### config.mk
export PLATFORM = sky130hd
export DESIGN_NAME = seg7_scan_ctrl_flat
export DESIGN_NICKNAME = d
export VERILOG_FILES = /design/src/rtl/seg7_scan_ctrl_if.sv /design/src/rtl/seg7_scan_ctrl.sv /design/src/flat_wrapper.sv
export SDC_FILE = /design/constraint.sdc
export NUM_CORES = 1
export LEC_CHECK = 0
export BUFFER_PORTS_ARGS = -buffer_cell sky130_fd_sc_hd__buf_2
export CAP_MARGIN = 0
export CORE_ASPECT_RATIO = 1.1
export CORE_MARGIN = 4
export CORE_UTILIZATION = 30
export CTS_CLUSTER_SIZE = 40
export DETAILED_ROUTE_END_ITERATION = 6
export PLACE_DENSITY = 0.49
export SYNTH_ARGS = -nofsm -noshare
export SYNTH_HDL_FRONTEND = slang
export SYNTH_SLANG_ARGS = --single-unit
### constraint.sdc
create_clock -name clk -period 9.7 [get_ports clk]
set_input_delay 0.97 -clock clk [delete_from_list [all_inputs] [get_ports clk]]
set_output_delay 0.97 -clock clk [all_outputs]
set_load 0.1 [all_outputs]
### src/rtl/seg7_scan_ctrl_if.sv
// Bus between a display-data producer and the seven-segment scan controller:
// frame data and strobes in, registered anode/segment drive and frame status out.
interface seg7_scan_ctrl_if #(
  parameter int N_DIGITS = 8
);
  localparam int IDX_W = (N_DIGITS > 1) ? $clog2(N_DIGITS) : 1;

  logic [4*N_DIGITS-1:0] digits_i;
  logic [N_DIGITS-1:0]   dp_i;
  logic [N_DIGITS-1:0]   en_i;
  logic                  load_i;
  logic                  blank_i;
  logic [N_DIGITS-1:0]   an;
  logic [6:0]            seg;
  logic                  dp;
  logic [IDX_W-1:0]      digit_idx;
  logic                  frame_done;

  modport master (
    output digits_i, dp_i, en_i, load_i, blank_i,
    input  an, seg, dp, digit_idx, frame_done
  );

  modport slave (
    input  digits_i, dp_i, en_i, load_i, blank_i,
    output an, seg, dp, digit_idx, frame_done
  );
endinterface

### src/rtl/seg7_scan_ctrl.sv
// Time-multiplexed seven-segment scanner: fixed-length digit slots, anti-ghosting
// dead time at each slot start, and frame-synchronous double-buffered display data.
module seg7_scan_ctrl #(
  parameter int N_DIGITS     = 8,
  parameter int CLK_DIV      = 100000,
  parameter int BLANK_CYCLES = 16
) (
  input  logic           clk,
  input  logic           rst,
  seg7_scan_ctrl_if.slave bus
);
  localparam int IDX_W = (N_DIGITS > 1) ? $clog2(N_DIGITS) : 1;
  localparam int CNT_W = $clog2(CLK_DIV);

  typedef enum logic {S_BLANK, S_DRIVE} state_t;

  function automatic logic [6:0] seg_decode(input logic [3:0] nib);
    logic [6:0] s;
    case (nib)
      4'h0: s = 7'h40;  4'h1: s = 7'h79;  4'h2: s = 7'h24;  4'h3: s = 7'h30;
      4'h4: s = 7'h19;  4'h5: s = 7'h12;  4'h6: s = 7'h02;  4'h7: s = 7'h78;
      4'h8: s = 7'h00;  4'h9: s = 7'h10;  4'hA: s = 7'h08;  4'hB: s = 7'h03;
      4'hC: s = 7'h46;  4'hD: s = 7'h21;  4'hE: s = 7'h06;  default: s = 7'h0E;
    endcase
    return s;
  endfunction

  logic [CNT_W-1:0]      r_cnt, w_cnt_nxt;
  logic [IDX_W-1:0]      r_idx, w_idx_nxt;
  state_t                r_state, w_state_nxt;
  logic                  w_slot_end, w_wrap;

  logic [4*N_DIGITS-1:0] r_act_dig, w_act_dig_nxt, r_pnd_dig;
  logic [N_DIGITS-1:0]   r_act_dp, w_act_dp_nxt, r_pnd_dp;
  logic [N_DIGITS-1:0]   r_act_en, w_act_en_nxt, r_pnd_en;
  logic                  r_pnd_vld;

  logic [3:0]            w_nib;
  logic [N_DIGITS-1:0]   r_an, w_an_nxt;
  logic [6:0]            r_seg, w_seg_nxt;
  logic                  r_dp, w_dp_nxt;
  logic                  r_frame_done;

  always_comb begin
    w_slot_end = (r_cnt == CNT_W'(CLK_DIV - 1));
    w_wrap     = w_slot_end && (r_idx == IDX_W'(N_DIGITS - 1));
    w_cnt_nxt  = w_slot_end ? '0 : r_cnt + CNT_W'(1);
    w_idx_nxt  = r_idx;
    if (w_slot_end) w_idx_nxt = w_wrap ? '0 : r_idx + IDX_W'(1);

    w_state_nxt = r_state;
    case (r_state)
      S_BLANK: if (BLANK_CYCLES == 0 || r_cnt == CNT_W'(BLANK_CYCLES - 1)) w_state_nxt = S_DRIVE;
      S_DRIVE: if (w_slot_end && BLANK_CYCLES != 0) w_state_nxt = S_BLANK;
      default: w_state_nxt = S_BLANK;
    endcase

    // A load coincident with the wrap bypasses the pending buffer.
    w_act_dig_nxt = r_act_dig;
    w_act_dp_nxt  = r_act_dp;
    w_act_en_nxt  = r_act_en;
    if (w_wrap && bus.load_i) begin
      w_act_dig_nxt = bus.digits_i;
      w_act_dp_nxt  = bus.dp_i;
      w_act_en_nxt  = bus.en_i;
    end else if (w_wrap && r_pnd_vld) begin
      w_act_dig_nxt = r_pnd_dig;
      w_act_dp_nxt  = r_pnd_dp;
      w_act_en_nxt  = r_pnd_en;
    end

    // Outputs are computed from next-state values so the registered drive lines up with the slot.
    w_nib     = w_act_dig_nxt[int'(w_idx_nxt)*4 +: 4];
    w_an_nxt  = '1;
    w_seg_nxt = 7'h7F;
    w_dp_nxt  = 1'b1;
    if (w_state_nxt == S_DRIVE) begin
      w_seg_nxt = seg_decode(w_nib);
      w_dp_nxt  = ~w_act_dp_nxt[w_idx_nxt];
      if (w_act_en_nxt[w_idx_nxt] && !bus.blank_i) w_an_nxt[w_idx_nxt] = 1'b0;
    end
  end

  always_ff @(posedge clk) begin
    if (!rst) begin
      r_cnt        <= '0;
      r_idx        <= '0;
      r_state      <= S_BLANK;
      r_act_dig    <= '0;
      r_act_dp     <= '0;
      r_act_en     <= '0;
      r_pnd_vld    <= 1'b0;
      r_an         <= '1;
      r_seg        <= 7'h7F;
      r_dp         <= 1'b1;
      r_frame_done <= 1'b0;
    end else begin
      r_cnt        <= w_cnt_nxt;
      r_idx        <= w_idx_nxt;
      r_state      <= w_state_nxt;
      r_act_dig    <= w_act_dig_nxt;
      r_act_dp     <= w_act_dp_nxt;
      r_act_en     <= w_act_en_nxt;
      if (bus.load_i && !w_wrap) r_pnd_vld <= 1'b1;
      else if (w_wrap)           r_pnd_vld <= 1'b0;
      r_an         <= w_an_nxt;
      r_seg        <= w_seg_nxt;
      r_dp         <= w_dp_nxt;
      r_frame_done <= w_wrap;
    end
  end

  // Pending data is qualified by r_pnd_vld, so it carries no reset.
  always_ff @(posedge clk) begin
    if (rst && bus.load_i && !w_wrap) begin
      r_pnd_dig <= bus.digits_i;
      r_pnd_dp  <= bus.dp_i;
      r_pnd_en  <= bus.en_i;
    end
  end

  assign bus.an         = r_an;
  assign bus.seg        = r_seg;
  assign bus.dp         = r_dp;
  assign bus.digit_idx  = r_idx;
  assign bus.frame_done = r_frame_done;
endmodule

### src/flat_wrapper.sv
// flat-port wrapper written by rule: the top's interface ports become plain ports
module seg7_scan_ctrl_flat 
#(
  parameter int N_DIGITS     = 8,
  parameter int CLK_DIV      = 100000,
  parameter int BLANK_CYCLES = 16
)
  (clk, rst, bus_digits_i, bus_dp_i, bus_en_i, bus_load_i, bus_blank_i, bus_an, bus_seg, bus_dp, bus_digit_idx, bus_frame_done);
  seg7_scan_ctrl_if #(.N_DIGITS(N_DIGITS)) bus_i ();
  input  logic clk;
  input  logic rst;
  input wire logic [$bits(bus_i.digits_i)-1:0] bus_digits_i;
  input wire logic [$bits(bus_i.dp_i)-1:0] bus_dp_i;
  input wire logic [$bits(bus_i.en_i)-1:0] bus_en_i;
  input wire logic [$bits(bus_i.load_i)-1:0] bus_load_i;
  input wire logic [$bits(bus_i.blank_i)-1:0] bus_blank_i;
  output wire logic [$bits(bus_i.an)-1:0] bus_an;
  output wire logic [$bits(bus_i.seg)-1:0] bus_seg;
  output wire logic [$bits(bus_i.dp)-1:0] bus_dp;
  output wire logic [$bits(bus_i.digit_idx)-1:0] bus_digit_idx;
  output wire logic [$bits(bus_i.frame_done)-1:0] bus_frame_done;
  assign bus_i.digits_i = bus_digits_i;
  assign bus_i.dp_i = bus_dp_i;
  assign bus_i.en_i = bus_en_i;
  assign bus_i.load_i = bus_load_i;
  assign bus_i.blank_i = bus_blank_i;
  assign bus_an = bus_i.an;
  assign bus_seg = bus_i.seg;
  assign bus_dp = bus_i.dp;
  assign bus_digit_idx = bus_i.digit_idx;
  assign bus_frame_done = bus_i.frame_done;
  seg7_scan_ctrl #(.N_DIGITS(N_DIGITS), .CLK_DIV(CLK_DIV), .BLANK_CYCLES(BLANK_CYCLES)) u_core (.clk(clk), .rst(rst), .bus(bus_i));
endmodule
-- Word level (Yosys, flattened, before mapping)
Memory sizes are Yosys's and may differ from the RTL's. A register that Yosys moved wholly into a read port is not among the register bits.
Cells that the tools add are included.
- memories: 1
- memory bits (read-only): 112
- output and inout port bits: 20
- word-level logic and storage cells: 60
- bits of input ports: 52
- flip-flop bits (word level): 128
- shift operators: 1
- bitwise operators: 4
- equal/unequal tests: 3
- reductions and logical operators: 15
- mux-type cells: 19
- add/subtract/negate cells: 2
- $lt $le $gt $ge: 2
- memory list (memory ; depth ; bits a word ; rd ports ; clocked after memory_dff ; write ports ; RTL line ; RTL):
    (no name shown) ; 16 ; 7 ; 1 ; 1 ; 0 ; seg7_scan_ctrl.sv:19 ; case (nib)
- operator list (cell ; count):
    32-bit two-way mux ; 2
    8-bit two-way mux ; 4
    32-bit by 6-bit indexed part select with 4-bit output ; 1
    17-bit by 1-bit adder with 17-bit output (second input constant) ; 1
    17-bit equality test (second input constant) ; 1
    17-bit by 4-bit equality test with 1-bit output (second input constant) ; 1
    1-bit logical AND ; 8
    8-bit inverter ; 1
    1-bit two-way mux ; 7
    1-bit binary-select mux with 3-bit select ; 2
    3-bit two-way mux ; 2
    3-bit by 4-bit less-than comparator with 1-bit output (second input constant) ; 1
    3-bit by 1-bit adder with 3-bit output (second input constant) ; 1
    1-bit demux with 3-bit select ; 1
    3-bit equality test (second input constant) ; 1
    3-bit by 1-bit greater-or-equal comparator with 1-bit output (second input constant) ; 1
    1-bit zero test ; 3
    1-bit inverter ; 3
    3-bit AND reduction ; 1
    1-bit case mux with 2 select lines ; 1
    2-bit AND reduction ; 1
    2-bit nonzero test ; 1
    2-bit OR reduction ; 1

-- Depth between registers and ports, before layout
- depth after elaboration: 9
- mapped depth: 17
- depth with buffers taken out: 14

-- Worst setup path before layout
OpenSTA, ideal clock, no wires.
- path kind: reg2reg
- start point: register u_core.r_idx[1], in the netlist u_core.bus.digit_idx[1]
- end point: register u_core.r_pnd_dig[0] (enable)
- stages on the path, launching flop included: 8
- period minus slack after synthesis: 4.377 ns
- path buffers: 2
- library setup time: 0.454 ns
- setup slack: 5.323 ns
- data required time: 9.246 ns
- arrival time: 3.923 ns
- cells stage by stage: dfxtp_1 ha_1 ha_1 clkbuf_1 nand3_1 clkbuf_1 nand2_1 nor2_1
- longest elaborated chain between the ends: 4
- ends and longest elaborated chain (what ; RTL line ; RTL):
    from (decl) ; seg7_scan_ctrl.sv:29 ; logic [IDX_W-1:0] r_idx, w_idx_nxt;
    from (signal assigned) ; seg7_scan_ctrl.sv:99 ; r_idx <= w_idx_nxt;
    3-bit equality test ; seg7_scan_ctrl.sv:46 ; w_wrap = w_slot_end && (r_idx == IDX_W'(N_DIGITS - 1));
    1-bit logical AND ; seg7_scan_ctrl.sv:46 ;
    1-bit zero test ; seg7_scan_ctrl.sv:115 ; if (rst && bus.load_i && !w_wrap) begin
    1-bit logical AND ; seg7_scan_ctrl.sv:115 ;
    to (signal assigned) ; seg7_scan_ctrl.sv:116 ; r_pnd_dig <= bus.digits_i;
    to (decl) ; seg7_scan_ctrl.sv:33 ; logic [4*N_DIGITS-1:0] r_act_dig, w_act_dig_nxt, r_pnd_dig;
Every way passes these cells.
A chain may end at the register's enable or synchronous reset.

-- Worst setup path in the final report
- start point: register u_core.r_idx[0], in the netlist u_core.bus.digit_idx[0]
- end point: register u_core.r_seg[3], in the netlist u_core.bus.seg[3]
- longest elaborated chain between the ends: 6
- elaborated cells between the ends (all ways): 10
- those cells by class: add/sub: 1; eq/ne: 1; shift: 1; mux: 4; reduce/logical: 3
- ends and longest elaborated chain (what ; RTL line ; RTL):
    branches (longest 5 deep; another with 3-bit by 1-bit adder with 3-bit output) ; n/a ;
    32-bit by 6-bit indexed part select with 4-bit output (*) ; seg7_scan_ctrl.sv:73 ; w_nib = w_act_dig_nxt[int'(w_idx_nxt)*4 +: 4];
    to (decl) ; seg7_scan_ctrl.sv:40 ; logic [6:0] r_seg, w_seg_nxt;
Mark *: on every way between the ends.

==> impl_metrics.tcl <==
set metrics [dict create \
    required_ps 10000 \
    cts_buffers 17 \
    hpwl_um 11800 \
    regArea_um2 3180 \
    post_cts_buffers 0 \
    placed_area_um2 6510 \
    htreeDepth 4 \
    grt_overflow 0 \
    synth_fp_nets 644 \
    num_rows 53 \
    setup_tns_ps 0 \
    worst_slew_pin_slew_ps 1180 \
    whs_endpoint "u_core.r_cnt[0]" \
    power.density_nw_per_um2 181 \
    worstPathArrival_ps 4730 \
    crit_chain "ha_1, ha_1, inv_1, or3_1, nor2_1, a32oi_1, a21oi_1, a2111oi_0, nand3_1, inv_1, ha_1, mux2_2, mux2i_1, nand2_1" \
    multi_input_area_um2 2560 \
    synth-main-ff-cell "dfxtp_1" \
    io_buffers 71 \
    cp_top_family "simple AND/OR/NAND/NOR gates" \
    grt_max_degree 38 \
    ant_nets 0 \
    worst_r2r_path_depth 14 \
    core_um2 19200 \
    r2r_slack_ps 5270 \
    vias 4723 \
    rsz0062_at_grt "false" \
    grt_usage_pct 15.5 \
    r2r_start "u_core.bus.digit_idx[0]" \
    layout_commonest_cell "dfxtp_1" \
    fp.dieW_um 142 \
    crit_path_max_incr_delay_ps 800 \
    cts-root-buf "clkbuf_16" \
    max_slew_margin_pct 20.8 \
    layout.nets 710 \
    start_util_pct 30.8 \
    fillers 1974 \
    worstHoldStart "u_core.r_cnt[0]" \
    drv_slew 0 \
    cts.sinks 135 \
    finalSetupViolations 0 \
    cts_tree "done" \
    max_freq_mhz 226 \
    ys_ff_latch 135 \
    drive_above_1_share_pct 18.0 \
    period_needed_ps 4430 \
    critical_path.n_buffers_inverters 2 \
    p_leak_nw 2.64 \
    min_period_over_period_pct 45.6 \
    ys_seq_area_share_pct 53.7 \
    syn_avg_cell_area_um2 10.2 \
    cap_violations 0 \
    yosys.area.top_type "dfxtp_1" \
    die_h_um 155 \
    reg2reg_to "u_core.bus.seg[3]" \
    cts-resized-gates 0 \
    num_io_pins 72 \
    synth.top_cell.area_share_pct 29.4 \
    clockBufferDepth 2 \
    hold_violations 0 \
    diodes 0 \
    critical_path_class "register to register" \
    finClkSkew_ps 15.3 \
    critPathMaxFanout 24 \
    wl_um 16800 \
    final_area_um2 7110 \
    synth-async-reset-ratio_pct 0 \
    mostFrequentLayoutCells "dfxtp_1 (87), nand2_1 (76), buf_2 (71), nor2_1 (55), edfxtp_1 (48)" \
    hold_depth 1 \
    crit_path_end_kind "register" \
    route.detailed.drc 0 \
    wire_per_inst_um 18.5 \
    status "finished clean" \
    worstSetupStartpointType "register" \
    grt_pass1_wl_um 26400 \
    syn-cell-area_um2 5920 \
    dieArea_um2 22100 \
    antenna_found_initial 1 \
    grt_pass1_vias 4725 \
    syn_inst 583 \
    gp_congestion 0.850 \
    syn2layout_area_growth_pct 19.9 \
    drtIter0Drc 362 \
    dr.pass1.iters 5 \
    synth_area_leaders "dfxtp_1 (29%), edfxtp_1 (24%), nand2_1 (4.8%), mux2i_1 (4.1%), nor2_1 (3.5%)" \
    crit_path_top_delay_cell "dfxtp_1" \
    clkLatencyLatePin_ps 430 \
    synth.distinct_cells 51 \
    clk_pin_slew_worst_paths_ps 60 \
    ir_worst_vdd_mv 0.135 \
    via_per_inst 5.20 \
    fin_util_pct 36.9 \
    synth_edf_count 48 \
    cts_hold_buf 0 \
    ys_warn_count 0 \
    crit_top_cell "ha_1" \
    hp-class "register to register" \
]
stage by stage:
step	worst slack [ps]	std cells	hold WS [ps]	power [mW]
2_1_floorplan	5320	583	413	0.624
3_3_place_gp	5480	877	427	0.645
3_5_place_dp	5330	877	456	0.646
4_1_cts	5290	909	463	1.30
5_1_grt	4920	909	492	1.33
6_report	5270	909	454	1.29
cell usage after synthesis (6+ instances only):
library cell / n
a32oi_1: 7
o21ai_0: 19
nor2_1: 56
nand2_1: 76
nor2b_1: 6
o31a_1: 7
edfxtp_1: 48
inv_1: 12
nor3_1: 6
ha_1: 9
dfxtp_1: 87
a22oi_1: 25
xnor2_1: 9
nand3_1: 20
o31ai_1: 8
a221o_1: 7
a21oi_1: 22
and2_1: 21
o22ai_1: 6
mux2_2: 6
mux2i_1: 24
or3_1: 6
xor2_1: 6
a222oi_1: 9
clkbuf_1: 25
final cells by class:
class / instances / share of cell area [%]
timing repair buffer: 78 / 5.74
multi-input combinational: 404 / 36.1
clock buffer: 24 / 6.64
tap: 247 / 4.35
clock inverter: 8 / 1.71
inverter: 13 / 0.687
sequential: 135 / 44.8
cells by family (layout without fill, tap and decap cells):
logic type	count (synthesis)	after routing	share of synthesized area [%]
flops	135	135	53.7
xor+xnor	15	15	2.22
mux	30	30	5.20
buf+inv	44	123	3.21
compound gates	134	134	16.2
fa+ha+maj	9	9	1.90
simple gates	216	216	17.5
flip-flops by register name (all words and copies together), names as in the netlist:
signal                 count
u_core.bus.dp              1
u_core.r_act_dig          32
u_core.bus.seg             7
u_core.r_act_dp            8
u_core.r_pnd_dp            8
u_core.r_pnd_en            8
u_core.r_pnd_vld           1
u_core.r_pnd_dig          32
u_core.r_state             1
u_core.bus.frame_done      1
u_core.r_cnt              17
u_core.bus.digit_idx       3
u_core.r_act_en            8
u_core.bus.an              8
power breakdown:
| part | internal (mW) | switching (mW) | total [mW] |
|---|---|---|---|
| combinational | 0.0103 | 0.0221 | 0.0324 |
| clock | 0.417 | 0.235 | 0.652 |
| sequential | 0.598 | 0.00364 | 0.601 |
| total | 1.02 | 0.261 | 1.29 |
per-layer routing:
| metal | global-route usage (%) | routed length [um] | part of all wire, % |
|---|---|---|---|
| met4 | 5.62 | 296 | 1.8 |
| met2 | 25.1 | 8200 | 49 |
| met1 | 20.0 | 7420 | 44 |
| met3 | 4.12 | 890 | 5.3 |
| met5 | 0 | 7 | 0.042 |
how the worst max path moves through the flow:
stage	from	end	slack (ps)	cells past startpoint
finish	u_core.bus.digit_idx[0]	u_core.bus.seg[3]	5270	14
global route	u_core.bus.digit_idx[0]	u_core.bus.seg[3]	4920	14
CTS	u_core.bus.digit_idx[0]	u_core.bus.seg[3]	5290	14
detailed placement	u_core.bus.digit_idx[0]	u_core.bus.seg[3]	5330	14
global placement	u_core.bus.digit_idx[0]	u_core.bus.seg[6]	5480	10
floorplan	u_core.bus.digit_idx[1]	u_core.r_pnd_dig[0]	5320	7
No activity file was read; power rests on OpenSTA's default activity.
